===== config.mk =====
export PLATFORM = sky130hd
export DESIGN_NAME = counter_sequencer
export DESIGN_NICKNAME = d
export VERILOG_FILES = /design/src/rtl/counter_sequencer.sv
export SDC_FILE = /design/constraint.sdc
export NUM_CORES = 1
export LEC_CHECK = 0
export ABC_AREA = 1
export BUFFER_PORTS_ARGS = -buffer_cell sky130_fd_sc_hd__buf_4
export CAP_MARGIN = 10
export CORE_UTILIZATION = 60
export CTS_BUF_LIST = sky130_fd_sc_hd__clkbuf_4 sky130_fd_sc_hd__clkbuf_8
export DETAILED_ROUTE_END_ITERATION = 10
export PLACE_DENSITY = 0.86
export SKIP_LAST_GASP = 1
export SLEW_MARGIN = 15
export SYNTH_ARGS = -nofsm -noshare
export SYNTH_HDL_FRONTEND = slang
export SYNTH_SLANG_ARGS = --single-unit

===== constraint.sdc =====
create_clock -name clk -period 2.8 [get_ports clk]
set_input_delay 0.84 -clock clk [delete_from_list [all_inputs] [get_ports clk]]
set_output_delay 0.84 -clock clk [all_outputs]
set_load 0.02 [all_outputs]

===== src/rtl/counter_sequencer.sv =====
// Sequencer for an external 8-bit counter: up/down wrap, ping-pong and single-sweep runs paced by a prescaler.
// Commands are registered and appear one cycle after the prescaler tick; there is no backpressure, stop aborts at once.
`timescale 1ns/1ps
module counter_sequencer #(
    parameter int unsigned PRESCALE = 50_000_000,
    parameter logic [7:0]  HI_LIMIT = 8'd255
) (
    input  logic       clk,
    input  logic       reset,
    input  logic       start,
    input  logic       stop,
    input  logic [1:0] mode,
    input  logic [7:0] cnt_q,
    output logic       cnt_clr,
    output logic       cnt_load,
    output logic [7:0] cnt_din,
    output logic       cnt_en,
    output logic       cnt_ud,
    output logic       busy,
    output logic       wrap,
    output logic       done
);

    localparam int unsigned PW = $clog2(PRESCALE);
    localparam logic [PW-1:0] PS_LAST = PW'(PRESCALE - 1);

    localparam logic [1:0] M_UP_WRAP = 2'b00;
    localparam logic [1:0] M_DN_WRAP = 2'b01;
    localparam logic [1:0] M_PING    = 2'b10;
    localparam logic [1:0] M_SWEEP   = 2'b11;

    typedef enum logic [1:0] {
        S_IDLE = 2'b00,
        S_UP   = 2'b01,
        S_DOWN = 2'b10
    } state_t;

    state_t        state_q, state_d;
    logic [PW-1:0] presc_q, presc_d;
    logic [1:0]    mode_q, mode_d;
    logic          cnt_clr_q, cnt_clr_d;
    logic          cnt_load_q, cnt_load_d;
    logic          cnt_en_q, cnt_en_d;
    logic          cnt_ud_q, cnt_ud_d;
    logic          busy_q, busy_d;
    logic          wrap_q, wrap_d;
    logic          done_q, done_d;
    logic          tick;

    assign tick = (presc_q == PS_LAST);

    always_comb begin
        state_d    = state_q;
        presc_d    = presc_q;
        mode_d     = mode_q;
        cnt_clr_d  = 1'b0;
        cnt_load_d = 1'b0;
        cnt_en_d   = 1'b0;
        cnt_ud_d   = cnt_ud_q;
        wrap_d     = 1'b0;
        done_d     = 1'b0;

        if (stop) begin
            state_d = S_IDLE;
            presc_d = '0;
        end else begin
            case (state_q)
                S_IDLE: begin
                    presc_d = '0;
                    if (start) begin
                        mode_d = mode;
                        if (mode == M_DN_WRAP) begin
                            cnt_load_d = 1'b1;
                            state_d    = S_DOWN;
                        end else begin
                            cnt_clr_d = 1'b1;
                            state_d   = S_UP;
                        end
                    end
                end

                S_UP: begin
                    presc_d = tick ? '0 : presc_q + 1'b1;
                    if (tick) begin
                        if (cnt_q < HI_LIMIT) begin
                            cnt_en_d = 1'b1;
                            cnt_ud_d = 1'b0;
                        end else begin
                            case (mode_q)
                                M_PING: begin
                                    cnt_en_d = 1'b1;
                                    cnt_ud_d = 1'b1;
                                    wrap_d   = 1'b1;
                                    state_d  = S_DOWN;
                                end
                                M_SWEEP: begin
                                    done_d  = 1'b1;
                                    state_d = S_IDLE;
                                end
                                // Down-wrap never sits in UP; treat it like up-wrap.
                                default: begin
                                    cnt_clr_d = 1'b1;
                                    wrap_d    = 1'b1;
                                end
                            endcase
                        end
                    end
                end

                S_DOWN: begin
                    presc_d = tick ? '0 : presc_q + 1'b1;
                    if (tick) begin
                        if (cnt_q > HI_LIMIT) begin
                            // Counter escaped the legal range: pull it back to the top quietly.
                            cnt_load_d = 1'b1;
                        end else if (cnt_q != 8'd0) begin
                            cnt_en_d = 1'b1;
                            cnt_ud_d = 1'b1;
                        end else if (mode_q == M_PING) begin
                            cnt_en_d = 1'b1;
                            cnt_ud_d = 1'b0;
                            wrap_d   = 1'b1;
                            state_d  = S_UP;
                        end else begin
                            cnt_load_d = 1'b1;
                            wrap_d     = 1'b1;
                        end
                    end
                end

                default: begin
                    state_d = S_IDLE;
                    presc_d = '0;
                end
            endcase
        end

        busy_d = (state_d != S_IDLE);
    end

    always_ff @(posedge clk or negedge reset) begin
        if (!reset) begin
            state_q    <= S_IDLE;
            presc_q    <= '0;
            mode_q     <= M_UP_WRAP;
            cnt_clr_q  <= 1'b0;
            cnt_load_q <= 1'b0;
            cnt_en_q   <= 1'b0;
            cnt_ud_q   <= 1'b0;
            busy_q     <= 1'b0;
            wrap_q     <= 1'b0;
            done_q     <= 1'b0;
        end else begin
            state_q    <= state_d;
            presc_q    <= presc_d;
            mode_q     <= mode_d;
            cnt_clr_q  <= cnt_clr_d;
            cnt_load_q <= cnt_load_d;
            cnt_en_q   <= cnt_en_d;
            cnt_ud_q   <= cnt_ud_d;
            busy_q     <= busy_d;
            wrap_q     <= wrap_d;
            done_q     <= done_d;
        end
    end

    assign cnt_clr  = cnt_clr_q;
    assign cnt_load = cnt_load_q;
    assign cnt_din  = HI_LIMIT;
    assign cnt_en   = cnt_en_q;
    assign cnt_ud   = cnt_ud_q;
    assign busy     = busy_q;
    assign wrap     = wrap_q;
    assign done     = done_q;

endmodule


### Word level (Yosys, flattened, before mapping)

Index checks and enable logic that the tools add are counted.

| word-level totals | value |
|---|---|
| bits in read-only memories | 0 |
| bits in latches | 0 |
| flip-flop bits (word level) | 37 |
| output and inout port bits | 15 |
| word-level logic and storage cells | 91 |
| input port bits | 14 |
| memories kept | 0 |
| memory bits (writable) | 0 |

| operators by class | value |
|---|---|
| muxes and demuxes | 58 |
| eq/ne operators | 11 |
| bitwise logic cells | 1 |
| reductions and logical operators | 8 |
| $mul | 0 |
| $add $sub $neg | 1 |
| div/mod/pow operators | 0 |
| shift-type cells | 0 |
| order comparisons | 2 |

Operators with widths:

| kind | count |
|---|---|
| 26-bit two-way mux | 3 |
| 1-bit two-way mux | 39 |
| 26-bit by 1-bit adder with 26-bit output, second input constant | 1 |
| 26-bit == test, second input constant | 1 |
| 2-bit two-way mux | 9 |
| 1-bit case mux with 2 select lines | 5 |
| 8-bit > comparator, second input constant | 1 |
| 8-bit < comparator, second input constant | 1 |
| 8-bit nonzero test | 1 |
| 7-bit AND reduction | 1 |
| 2-bit == test, second input constant | 3 |
| 2-bit != test, second input constant | 3 |
| 3-bit != test, second input constant | 2 |
| 2-bit case mux with 3 select lines | 1 |
| 2-bit by 1-bit == test with 1-bit output, second input constant | 2 |
| 2-bit case mux with 2 select lines | 1 |
| 2-bit nonzero test | 2 |
| 2-bit OR reduction | 2 |
| 3-bit AND reduction | 1 |
| 2-bit logical NOT | 1 |
| 1-bit NOT | 1 |

### Longest topological paths before layout

Gate-level depths: netlist of the first run.

| depth | value |
|---|---|
| word-level depth | 8 |
| mapped depth | 12 |
| depth with buffers taken out | 12 |

### Worst setup path before layout of the first run

No wires, ideal clock.

| path | value |
|---|---|
| path type | input-to-reg |
| from | input cnt_q[7] |
| to | register busy_q, in the netlist busy |
| stages | 7 |
| data required time | 2682 ps |
| slack | 1047 ps |
| path buffers | 0 |
| arrival time | 1636 ps |
| library setup time | 118 ps |
| cell sequence | nand4_1 -> nor2_1 -> nand3_1 -> o21bai_1 -> nand3_1 -> nand2_1 -> nand2_1 |

| between the ends | value |
|---|---|
| word-level cells in the longest chain between the ends | 7 |
| elaborated cells on any way between the ends | 11 |
| those cells by class | 2 x order compare; 7 x mux; 2 x reduce/logical |

Ends and longest elaborated chain:

| what | RTL line | RTL |
|---|---|---|
| start: declaration | 13 | `input logic [7:0] cnt_q,` |
| parallel branches: the longest is 4 deep, another holds 8-bit > comparator | - |  |
| 2-bit case mux with 3 select lines (*) | 67 | `case (state_q)` |
| 2-bit two-way mux (*) | 63 | `if (stop) begin` |
| 2-bit nonzero test (*) | 138 | `busy_d = (state_d != S_IDLE);` |
| via busy_d | 45 | `logic busy_q, busy_d;` |
| end signal: assignment | 161 | `busy_q <= busy_d;` |
| end: declaration | 45 |  |

Mark *: on every way through the listed nets, which the timed path passes.
A chain may end at the register's enable or synchronous reset.

### Final worst setup path of the first run

| path | value |
|---|---|
| from | register presc_q[0] |
| to | register presc_q[15] |

| between the ends | value |
|---|---|
| word-level cells in the longest chain between the ends | 4 |
| elaborated cells on any way between the ends | 5 |
| those cells by class | 1 x add/sub; 1 x eq/ne; 3 x mux |

Ends and longest elaborated chain:

| what | RTL line | RTL |
|---|---|---|
| start: declaration | 39 | `logic [PW-1:0] presc_q, presc_d;` |
| start signal: assignment | 155 | `presc_q <= presc_d;` |
| 26-bit by 1-bit adder with 26-bit output / 26-bit == test (equally long branches) | 83, 111, 50 |  |
| 26-bit two-way mux (*) | 83, 111 |  |
| 26-bit two-way mux (*) | - |  |
| 26-bit two-way mux (*) | 63 |  |
| via presc_d[15] | 39 |  |

The timed path passes the listed nets; every way through them passes the cells marked *.

==> summary.md, run 1 <==
| Metric | Value |
|---|---|
| Outcome | `finished clean` |
| Nets | `approximately 350` |
| Pwr Total | `1.229 mW` |
| Sequential area share after synthesis | `about two fifths` |
| Post-DR wirelength/cell | `approximately 12 µm` |
| Post-Synth Adder-Cell Area | `~2.7%` |
| Yosys warnings | `0` |
| WS Path Type | `register to register` |
| # hold bufs at CTS | `0` |
| Achievable frequency | `0.5298 GHz` |
| Drt pass-1 iters | `4` |
| Post-synthesis simple-gate area fraction | `34.97%` |
| R2r startpoint | `presc_q[0]$_DFF_PN0_` |
| Final setup viols | `0` |
| Top post-synthesis cells by area | `dfrtp_1 (40%), nand2_1 (9.0%), nor2_1 (8.2%)` |
| CP top delay family | `simple AND/OR/NAND/NOR gates` |
| Xor/xnor share of the synthesized area | `under 10%` |
| Worst setup margin | `between 0.9 and 1 ns` |
| Hold path cells | `1` |
| Mux cell area share after synthesis | `0%` |
| Hold endpoint | `presc_q[0]$_DFF_PN0_` |
| Final TNS setup | `0 ns` |
| DR DRC count | `0` |
| CTS H-tree depth | `2` |
| FP Rows | `22` |
| Post-synth top flop | `dfrtp_1` |
| Iteration-0 DRC Markers | `between 100 and 150` |
| Final HPWL DP | `3.467 mm` |
| CP required | `between 3 and 4 ns` |
| CP Capture Type | `register` |
| Root Driver | `clkbuf_8` |
| RSZ-0062 raised after global routing | `false` |
| CP Buf/Inv Count | `2` |
| Number of flops mapped to enable cells by yosys | `0` |
| Number of buffers created by CTS | `5` |
| CTS clock-pin slew for the worst setup and hold paths | `0.07 ns` |
| Share of cells above drive strength 1 | `16.77%` |
| Final Max Tran Viols | `0` |
| Leak | `1.179 nW` |
| Asr flop ratio synth | `100.0%` |
| Final hold vios | `0` |
| Post_cts resized | `0` |
| CTS Buffer Depth | `2` |
| Slowest CP cell | `dfrtp_1` |
| Clock Sinks | `37` |
| Post-DRT Antenna Nets | `0` |
| Port bufs | `20` |
| Hold WS | `0.4831 ns` |
| Placed cell areas | `2447 µm²` |
| Antenna violations before repair | `0` |
| Hold Path Origin | `presc_q[0]$_DFF_PN0_` |
| GRT Overall Usage | `26.85%` |
| Vias per cell | `5.295` |
| Core Util, Final | `70.51%` |
| Post-synth top area share | `40.37%` |
| Largest family of logic cells by synthesized area | `simple AND/OR/NAND/NOR gates` |
| Fin crit share | `67.41%` |
| Vias in the first global route | `1927` |
| Crit path arrival time | `2.10 ns` |
| Crit-path cells | `ha_1 -> nand3_2 -> inv_1 -> nand2_1 -> nor2_1 -> nand2_2 -> nand3_4 -> inv_2 -> o21ai_0 -> a21oi_1` |
| Initial core utilization | `62.65%` |
| Gpl congestion | `about 0.93` |
| R2R Path End | `presc_q[15]$_DFF_PN0_` |
| Number of cells on the worst reg-to-reg path | `10` |
| Worst min path class | `register to register` |
| Count leader, synth | `nand2_1` |
| TritonCTS clock tree | `done` |
| Remaining Overflow, GRT | `0` |
| Die Width | `63.83 µm` |
| Mapped Cells | `303` |
| Mapped cell area | `2293 µm²` |
| Non-filler cells in the finished layout | `376` |
| Clk_lat worst skew | `0.29 ns` |
| Antenna diodes | `0` |
| CP max FO | `19` |
| Die area | `4074 µm²` |
| Final wirelength | `4.679 mm` |
| Pre-CTS setup slack | `0.7944 ns` |
| Cell Pwr Density | `476.0 nW/µm²` |
| Placed Instances | `368` |
| Synth Area in Compound Gates | `9.220%` |
| Via count | `between 1500 and 2000` |
| P&R area growth vs syn | `12.55%` |
| Core Area | `3661 µm²` |
| Clock Skew | `approximately 0.0096 ns` |
| Setup bufs post-CTS | `0` |
| Largest net degree at the start of global routing | `38` |
| First-pass GRT wire length | `8.411 mm` |
| Fin crit period | `between 1.5 and 2 ns` |
| Synth top cells by count | `nand2_1 (55), nor2_1 (50), inv_1 (40), dfrtp_1 (37), nand3_1 (21)` |
| Slack of the worst reg-to-reg path | `0.91 ns` |
| Fin area | `2581 µm²` |
| IO Pins | `29` |
| # Max-Cap Violations | `0` |
| Avg Cell Area, Syn | `7.569 µm²` |
| Cell taking the most area after synthesis | `dfrtp_1` |
| CP peak stage delay | `about 0.41 ns` |
| CP Launch Type | `register` |
| Synth unique cells | `34` |
| Number of synthesized register bits | `37` |
| DIE HEIGHT | `63.83 µm` |
| Maximum vdd drop | `0.0004068 V` |
==> power by group <==
group | internal, mW | switching (mW)
Combinational | 0.0404 | 0.0799
Clock | 0.354 | 0.194
Sequential | 0.547 | 0.0134
==> cells in the final DEF, fill, tap and decap left out, types with 8 or more instances in the layout <==
cell type  instances
a21oi_1           13
buf_4             20
conb_1             8
dfrtp_1           37
inv_1             40
nand2_1           55
nand3_1           21
nor2_1            50
nor2_2             9
nor3_1            11
o21ai_0            9
==> kinds of logic (layout without fill, tap and decap cells) <==
| group | Yosys count | after routing |
|---|---|---|
| AO/OA/AOI/OAI | 35 | 35 |
| XOR/XNOR | 5 | 5 |
| adder cells (fa/ha/maj) | 5 | 5 |
| buffers and inverters | 53 | 71 |
| flip-flops | 37 | 37 |
| other | 1 | 8 |
| AND/OR/NAND/NOR | 167 | 167 |
==> final cells by class <==
cell class	count	area, µm²
Sequential cell	37	925.9
Clock buffer	5	68.82
Clock inverter	3	65.06
Fill cell	313	1080
Multi-Input combinational cell	220	1150
Inverter	43	161.4
Tap cell	48	60.06
Timing Repair Buffer	20	150.1
==> registers in the layout, indices dropped and copies added, names as in the netlist <==
register  count
wrap          1
presc_q      26
state_q       2
cnt_en        1
cnt_ud        1
cnt_clr       1
cnt_load      1
mode_q        2
busy          1
done          1
==> per-layer routing <==
metal	GRT usage, %	share of wire, %	wire, µm
met3	6.250	4.0	189
met4	9.659	1.5	69
met2	45.61	49	2289
met1	33.14	46	2130
met5	0	0	0
==> worst max path at each step <==
stage,start,slack [ns],depth (start not counted),endpoint
global route,presc_q[0]$_DFF_PN0_,0.72,10,presc_q[7]$_DFF_PN0_
detailed placement,cnt_q[7],0.79,10,busy$_DFF_PN0_
CTS,presc_q[0]$_DFF_PN0_,0.89,10,presc_q[15]$_DFF_PN0_
floorplan,cnt_q[7],1.05,7,busy$_DFF_PN0_
global placement,cnt_q[7],0.86,8,busy$_DFF_PN0_
finish,presc_q[0]$_DFF_PN0_,0.91,10,presc_q[15]$_DFF_PN0_
(Power assumes the default switching activity.)
==> run 2: changes to the inputs <==
==> constraint.sdc (replaced) <==
create_clock -name clk -period 1.75 [get_ports clk]
set_input_delay 0.525 -clock clk [delete_from_list [all_inputs] [get_ports clk]]
set_output_delay 0.525 -clock clk [all_outputs]
set_load 0.02 [all_outputs]
==> run 2 against run 1 <==
Compared with the run above: wire length up 6.0%; sequential share of layout area down 0.93 points; register-to-register slack worse by 0.80 ns; final cell count up 2.4%; clock skew down 0.0041 ns; clock power up 12%.
==> summary.md, run 2 (same netlist as run 1, synthesis figures left out) <==
| Metric | Value |
|---|---|
| Final Max Tran Viols | `0` |
| Initial core utilization | `62.65%` |
| Logic gate share of total power | `11.7%` |
| Die area | `4074 µm²` |
| Clk_lat worst skew | `roughly 0.29 ns` |
| Hold WS | `0.1889 ns` |
| DR DRC count | `0` |
| # hold bufs at CTS | `0` |
| Worst min path class | `input pin to asynchronous set/reset pin` |
| CP Capture Type | `register` |
| Clock Skew | `0.005447 ns` |
| Slowest CP cell | `dfrtp_1` |
| Most flops, register | `presc_q` |
| Core Area | `~3700 µm²` |
| CP max FO | `11` |
| CTS clock-pin slew for the worst setup and hold paths | `0.07 ns` |
| Iteration-0 DRC Markers | `179` |
| Part of the power in registers | `52.5%` |
| P&R area growth vs syn | `15.55%` |
| GRT busiest layer | `met2` |
| Crit-path cells | `ha_4 -> nand3_4 -> inv_1 -> nand2_1 -> nor2_1 -> nand2_2 -> nand3_4 -> buf_4 -> a211oi_1` |
| Met1 GRT Util | `31.13%` |
| GRT Overall Usage | `between 20% and 30%` |
| Worst path most repeated cell | `nand3_4` |
| Gpl congestion | `between 0.9 and 1` |
| Final hold vios | `0` |
| Vias in the first global route | `between 1500 and 2000` |
| Port bufs | `20` |
| Most common cell after layout, fill and taps aside | `nand2_1` |
| Switching pwr | `0.4332 mW` |
| CTS H-tree depth | `2` |
| Final wirelength | `4.958 mm` |
| Drt pass-1 iters | `4` |
| Crit path arrival time | `about 1.8 ns` |
| Achievable frequency | `0.6112 GHz` |
| Die Width | `63.83 µm` |
| Final HPWL DP | `3.580 mm` |
| CP Launch Type | `register` |
| CP peak stage delay | `around 0.41 ns` |
| Maximum vdd drop | `0.0005642 V` |
| Int Power | `1.276 mW` |
| Remaining Overflow, GRT | `0` |
| Met2 Usage GRT | `47.74%` |
| Fin crit period | `1.636 ns` |
| Root Driver | `clkbuf_8` |
| CP top delay family | `simple AND/OR/NAND/NOR gates` |
| Pre-CTS setup slack | `0.06842 ns` |
| Fin crit share | `93.49%` |
| Outcome | `finished clean` |
| Core Util, Final | `72.39%` |
| CTS Buffer Depth | `2` |
| FP Rows | `22` |
| Clock share of power | `35.8%` |
| Via count | `between 2000 and 2500` |
| Vias per cell | `5.291` |
| Final setup viols | `0` |
| Fillers | `286` |
| Switch share | `between 20% and 30%` |
| Commonest cells after routing, fill and taps aside | `nand2_1 (54), nor2_1 (48), inv_1 (40)` |
| # Max-Cap Violations | `0` |
| Number of buffers created by CTS | `5` |
| Nets | `355` |
| WS Path Type | `register to register` |
| Post-DRT Antenna Nets | `0` |
| Antenna violations before repair | `0` |
| CP required | `1.94 ns` |
| Clock Sinks | `37` |
| Largest registers | `presc_q (26), mode_q (2), state_q (2)` |
| Antenna diodes | `0` |
| DIE HEIGHT | `63.83 µm` |
| Share of cells above drive strength 1 | `20.47%` |
| Worst setup margin | `0.1139 ns` |
| Leak | `about 1.2 nW` |
| First-pass GRT wire length | `between 8 and 9 mm` |
| Largest net degree at the start of global routing | `38` |
| Post-DR wirelength/cell | `12.88 µm` |
| M3 GR Usage | `5.000%` |
| Max FFs per register | `26` |
| Cell Pwr Density | `645.0 nW/µm²` |
| IO Pins | `29` |
| CP Buf/Inv Count | `2` |
| TritonCTS clock tree | `done` |
run 2: cell count changes in the layout (fill, tap and decap cells not counted), sizes merged:
cell	previous run	this run
buf	20	29
clkbuf	5	8
bufinv	2	0
clkinv	1	0
run 2: area by class of cell:
| class | count | area [µm²] | share of cell area [%] |
|---|---|---|---|
| timing repair buffer | 29 | 217.7 | 8.215 |
| tap | 48 | 60.06 | 2.266 |
| multi-input combinational | 220 | 1194 | 45.04 |
| sequential | 37 | 925.9 | 34.94 |
| clock buffer | 8 | 91.34 | 3.447 |
| inverter | 43 | 161.4 | 6.091 |
run 2: worst paths after layout:
kind / from / end / slack (ns) / depth (start not counted)
max reg2reg: presc_q[1]$_DFF_PN0_ / presc_q[5]$_DFF_PN0_ / 0.11 / 9
min: reset / presc_q[21]$_DFF_PN0_ / 0.19 / 1
min in group clk: stop / cnt_clr$_DFF_PN0_ / 0.46 / 2
max in group asynchronous: reset / presc_q[25]$_DFF_PN0_ / 1.24 / 1
max: presc_q[1]$_DFF_PN0_ / presc_q[5]$_DFF_PN0_ / 0.11 / 9
min reg2reg: presc_q[15]$_DFF_PN0_ / presc_q[15]$_DFF_PN0_ / 0.51 / 1
run 2: per-layer routing:
layer / vias up / wire length, µm / share of wire, %
met2: 65 / 2561 / 52
met1: 943 / 2077 / 42
met5: - / 0 / 0
met3: 8 / 249 / 5.0
met4: 0 / 70 / 1.4
li1: 1021 / - / -
run 2: through the flow:
stage	setup TNS (ns)	power, mW	std cells	cell area (µm²)
after floorplan	0	1.043	310	2320
after global placement	0	1.103	373	2485
after detailed placement	0	1.106	373	2485
after CTS	0	1.719	381	2576
after global routing	-0.03567	1.783	385	2650
final	0	1.709	385	2650
run 2: timing repair:
item	CTS	global route
resized for setup	0	9
setup buffers	0	4
endpoints found under the setup margin	0	23
run 2: power groups by stage:
stage,Clock (mW),Sequential [mW],Combinational (mW)
6_report,0.612,0.898,0.200
2_1_floorplan,0,0.916,0.127
4_1_cts,0.627,0.897,0.195
3_5_place_dp,0,0.912,0.194
3_3_place_gp,0,0.912,0.190
5_1_grt,0.658,0.898,0.227
run 2: worst reg2reg max path, cell delays in order (launching register included):
cell and delay (ns):
dfrtp_1 0.41, ha_4 0.18, nand3_4 0.10, inv_1 0.06
nand2_1 0.07, nor2_1 0.06, nand2_2 0.12, nand3_4 0.14
buf_4 0.22, a211oi_1 0.18
